### config.mk
export PLATFORM = sky130hd
export DESIGN_NAME = mem_read_prefetch
export DESIGN_NICKNAME = d
export VERILOG_FILES = /design/src/rtl/mem_read_prefetch.sv
export SDC_FILE = /design/constraint.sdc
export NUM_CORES = 1
export LEC_CHECK = 0
export ABC_AREA = 1
export CAP_MARGIN = 20
export CORE_ASPECT_RATIO = 1.75
export CORE_MARGIN = 5
export CORE_UTILIZATION = 54
export DETAILED_ROUTE_END_ITERATION = 10
export PLACE_DENSITY = 0.79
export REMOVE_ABC_BUFFERS = 1
export SYNTH_ARGS = -nofsm -noshare
export SYNTH_HDL_FRONTEND = slang
export SYNTH_SLANG_ARGS = --single-unit
### constraint.sdc
create_clock -name clk -period 3.13 [get_ports clk]
set_input_delay 0.313 -clock clk [delete_from_list [all_inputs] [get_ports clk]]
set_output_delay 0.313 -clock clk [all_outputs]
set_load 0.02 [all_outputs]
### src/rtl/mem_read_prefetch.sv
// Burst read prefetcher: streams a word range from a memory slave
// into a first-word-fall-through FIFO for a downstream consumer.
module mem_read_prefetch #(
  parameter int FIFO_DEPTH = 16
) (
  input  logic        clk,
  input  logic        reset_n,
  input  logic        start,
  input  logic [21:0] start_address,
  input  logic [15:0] word_count,
  input  logic        abort,
  output logic        busy,
  output logic [15:0] out_data,
  output logic        out_valid,
  input  logic        out_ready,
  output logic [21:0] mem_address,
  output logic        mem_request,
  output logic        mem_write_enable,
  output logic [15:0] mem_data_write,
  output logic        mem_last4,
  input  logic        mem_ready,
  input  logic [15:0] mem_data_read
);

  localparam int AW = $clog2(FIFO_DEPTH);
  localparam logic [AW:0] DEPTH_C = (AW + 1)'(FIFO_DEPTH);

  typedef enum logic [1:0] {
    S_IDLE,
    S_REQ,
    S_GAP
  } state_t;

  state_t        state_q, state_d;
  logic [15:0]   rem_q, rem_d;
  logic [21:0]   naddr_q, naddr_d;
  logic [21:0]   maddr_q, maddr_d;
  logic          got_q, got_d;
  logic [15:0]   fifo_q [FIFO_DEPTH];
  logic [AW-1:0] wptr_q, rptr_q;
  logic [AW:0]   cnt_q, cnt_d;
  logic          push, pop;

  assign mem_request      = (state_q == S_REQ);
  assign mem_address      = maddr_q;
  assign mem_write_enable = 1'b0;
  assign mem_data_write   = '0;
  assign busy             = (state_q != S_IDLE);
  assign mem_last4        = busy && (rem_q <= 16'd4);

  assign push      = mem_request && mem_ready && !abort;
  assign out_valid = (cnt_q != '0);
  assign pop       = out_valid && out_ready;
  assign out_data  = out_valid ? fifo_q[rptr_q] : '0;
  assign cnt_d     = cnt_q + {{AW{1'b0}}, push}
                   - {{AW{1'b0}}, pop};

  // Next state: burst sequencing, counters and address tracking
  always_comb begin
    state_d = state_q;
    rem_d   = rem_q - {15'd0, push};
    naddr_d = naddr_q + {21'd0, push};
    maddr_d = maddr_q;
    got_d   = got_q | push;
    unique case (state_q)
      S_IDLE: begin
        if (start && (word_count != '0)) begin
          rem_d   = word_count;
          naddr_d = start_address;
          got_d   = 1'b0;
          if (cnt_d != DEPTH_C) begin
            state_d = S_REQ;
            maddr_d = start_address;
          end else begin
            state_d = S_GAP;
          end
        end
      end
      S_REQ: begin
        if (rem_d == '0)
          state_d = S_IDLE;
        else if (cnt_d == DEPTH_C)
          state_d = S_GAP;
        else if (!mem_ready && got_q)
          state_d = S_GAP;
      end
      S_GAP: begin
        if (rem_q == '0) begin
          state_d = S_IDLE;
        end else if (cnt_q != DEPTH_C) begin
          state_d = S_REQ;
          maddr_d = naddr_q;
          got_d   = 1'b0;
        end
      end
      default: state_d = S_IDLE;
    endcase
    if (abort) begin
      state_d = S_IDLE;
      rem_d   = '0;
      got_d   = 1'b0;
    end
  end

  // Control registers
  always_ff @(posedge clk or negedge reset_n) begin
    if (!reset_n) begin
      state_q <= S_IDLE;
      rem_q   <= '0;
      naddr_q <= '0;
      maddr_q <= '0;
      got_q   <= 1'b0;
    end else begin
      state_q <= state_d;
      rem_q   <= rem_d;
      naddr_q <= naddr_d;
      maddr_q <= maddr_d;
      got_q   <= got_d;
    end
  end

  // FIFO storage, pointers and occupancy; abort flushes everything
  always_ff @(posedge clk or negedge reset_n) begin
    if (!reset_n) begin
      for (int i = 0; i < FIFO_DEPTH; i++)
        fifo_q[i] <= '0;
      wptr_q <= '0;
      rptr_q <= '0;
      cnt_q  <= '0;
    end else if (abort) begin
      wptr_q <= '0;
      rptr_q <= '0;
      cnt_q  <= '0;
    end else begin
      if (push) begin
        fifo_q[wptr_q] <= mem_data_read;
        wptr_q         <= wptr_q + 1'b1;
      end
      if (pop)
        rptr_q <= rptr_q + 1'b1;
      cnt_q <= cnt_d;
    end
  end

endmodule
==> results.cfg <==
[critical_path]
crit_required_ns = 2.82
cp_slowest_cell = clkdlybuf4s50_1
end_kind = output pin
critPathMaxFanout = 70
r2r_end = mem_address[12]$_DFFE_PN0P_
r2r_start = cnt_q[3]$_DFF_PN0_
reg2reg_depth = 20
cp.arrival_ns = 2.76
crit_family = buffers and inverters
cp_slowest_stage_delay_ns = 0.64
critPathBufInv = 2
critPathLaunchType = flip-flop
reg2reg_slack_ns = 0.12
worstSetupPathType = reg2out
path_cells = buf_12, o21ai_0, o22ai_1, nor2_1, nor2_1, o21ai_0, a21oi_1, clkdlybuf4s50_1

[synthesis]
ys.flop_type = dfrtp_1
syn_avg_cell_area_um2 = 8.41
synth_edf_count = 0
syn_inst = 1959
yosys_register_bits = 332
yosysTopAreaCellShare = 0.504
netlist_area_um2 = 16500
async_reset_ff_frac = 1.00
yosysTopAreaCell = dfrtp_1
synth_common_cells = 450 x nand2_1, 379 x o21ai_0, 332 x dfrtp_1
yosysWarnings = 0
synth_cell_types = 47
ys_seq_area_frac = 0.504
synthTopCellsByArea = dfrtp_1 50%, o21ai_0 12%, nand2_1 10%
synth.most_common_cell = nand2_1

[timing]
clock_skew_ns = 0.00964
setup_viol = 0
slew_violations = 0
hold_violations = 0
clock.fmax_mhz = 326
worst_slew_pin_slew_ns = 1.03
max_slew_margin = 0.313
grt_setup_unrepaired = yes
finalCritPeriodShare = 0.981
fin_ws_ns = 0.0582
fin_crit_ns = 3.07
setup-tns-final_ns = 0

[clocking]
cts.sinks = 332
htree_levels = 1
cts_made_buffers = 30
cts_root_buf = clkbuf_16
clk-insertion-delay-late_ns = 0.57
path_clk_slew_ns = 0.07
cts.path.max_buffers = 3
cts_tree = done

[floorplanning]
core_area_um2 = 30100
fp.dieW_um = 142
die_height_um = 241
die_area_um2 = 34300
rows = 84
initial_core_util = 0.548
pin_count = 119

[global_route]
antenna_found_initial = 0
overflow = 0
grt_max_degree = 104
grt_usage = 0.253
grt_pass1_wl_mm = 70.7
grt_pass1_vias = 14060

[routing]
via_count = 14021
drt-total-wl_mm = 44.1
dr.pass1.iters = 5
drc_errors = 0
drtIter0Drc = 1057
postRouteAntennaNets = 0
wl_per_cell_um = 18.2
viasPerCell = 5.79

[place]
hpwl_mm = 26.5
gp_congestion = 0.853
port_buffers = 101
dpl_worst_slack_ns = -0.111

[run_status]
status = completed

[power_and_ir_drop]
p_per_area_nw_per_um2 = 805
ir_drop_mv = 0.800
leakagePower_nw = 8.88

[cells_and_area]
drive_gt1_frac = 0.0964
nets = 2086
syn_to_final_growth_pct = 15.1
diodes = 0

[hold_path]
whs_path_depth = 3
min_to = naddr_q[0]$_DFF_PN0_
hp-start = start_address[0]
hp-class = in2reg

[run]
drv_cap = 0
## worst min-delay path, stage by stage
cell and delay [ns]:
clkdlybuf4s50_1 0.42, nand2_1 0.07, nand2_1 0.04
## timing repair
item / in CTS / in global routing
gates resized for setup: 14 / 34
buffers inserted: 0 / 6
hold buffers: 1 / 0
pin swaps: 1 / 9
hold endpoints to repair: 97 / 0
cloned: 1 / 3
setup endpoints to repair: 32 / 36
## cell usage in the layout (no fill, tap or decap), types with 4 or more instances in the layout
cell type	Yosys	routed
buf_4	18	42
a31oi_1	4	4
nand4_4	12	12
mux2i_1	4	4
o21ai_0	379	379
nor2_2	5	6
ha_1	15	12
nand2_2	5	7
conb_1	1	17
nand3_1	42	40
clkbuf_8	0	10
clkinv_2	0	6
o21ai_1	54	54
dfrtp_1	332	330
clkbuf_16	0	32
inv_2	2	6
nand2_1	450	446
nand3_2	8	10
clkdlybuf4s50_1	0	86
inv_1	99	93
a21oi_1	36	34
clkbuf_1	73	6
nor2_1	205	203
dlymetal6s2s_1	0	10
buf_12	1	7
nand4_1	4	4
xor2_1	20	20
o22ai_1	17	17
o21ai_2	17	17
nor3_1	12	12
nor2_4	8	9
o221ai_1	48	48
## registers in the layout (all words and copies together) (netlist names)
signal	flops
rptr_q	4
got_q	1
mem_address	22
cnt_q	5
naddr_q	22
wptr_q	4
rem_q	16
state_q	2
fifo_q	256
## worst max-delay path by stage
stage,endpoint,start,depth (start not counted),slack [ns]
3_5_place_dp,mem_address[16]$_DFFE_PN0P_,mem_ready,18,-0.11
4_1_cts,mem_address[20]$_DFFE_PN0P_,cnt_q[3]$_DFF_PN0_,21,0.00004
3_3_place_gp,mem_address[21]$_DFFE_PN0P_,mem_ready,17,0.02
5_1_grt,out_data[2],rptr_q[0]$_DFFE_PN0P_,8,-0.09
2_1_floorplan,out_data[0],rptr_q[0]$_DFFE_PN0P_,7,-2.03
6_report,out_data[2],rptr_q[0]$_DFFE_PN0P_,8,0.06
## stage by stage
step                std cells  utilization  hold WS, ns  cell area [µm²]  total power, W
finish                   2421        0.631        0.306            19000          0.0153
global placement         2354        0.587        0.425            17600          0.0109
floorplan                1820            -       0.0174            15700         0.00894
global route             2421        0.631        0.308            19000          0.0162
detailed placement       2354        0.587        0.435            17600          0.0110
CTS                      2412        0.624        0.290            18800          0.0150
## cells by family (layout without fill, tap and decap cells)
logic type / after synthesis / count (layout) / share of synthesized area
AO/OA/AOI/OAI: 560 / 560 / 0.188
XOR/XNOR: 23 / 23 / 0.0122
adder cells (fa/ha/maj): 16 / 16 / 0.0126
buffers and inverters: 260 / 319 / 0.0763
flip-flops: 332 / 332 / 0.504
multiplexers: 4 / 4 / 0.00243
other: 1 / 17 / 0.000228
AND/OR/NAND/NOR: 763 / 763 / 0.204
## final cells by class
class	count	area (µm²)
clock inverter	9	101
tap	387	484
timing repair buffer	156	1600
inverter	105	434
clock buffer	47	936
multi-input combinational	1383	7080
fill	2557	11100
sequential	332	8310
timing repair inverter	2	17.5
## power breakdown
part	total (W)	switching, W	internal [W]	leakage [nW]
registers	0.00548	0.000496	0.00498	4.48
logic	0.00595	0.00370	0.00225	3.89
clock network	0.00383	0.00162	0.00221	0.513
total	0.0153	0.00582	0.00945	8.88
## per-layer routing
metal | routed length (µm) | GRT usage
met1 | 16800 | 0.308
met2 | 22600 | 0.447
met3 | 2870 | 0.0347
met4 | 1830 | 0.108
met5 | 0 | 0
No activity file was read; power rests on OpenSTA's default activity.
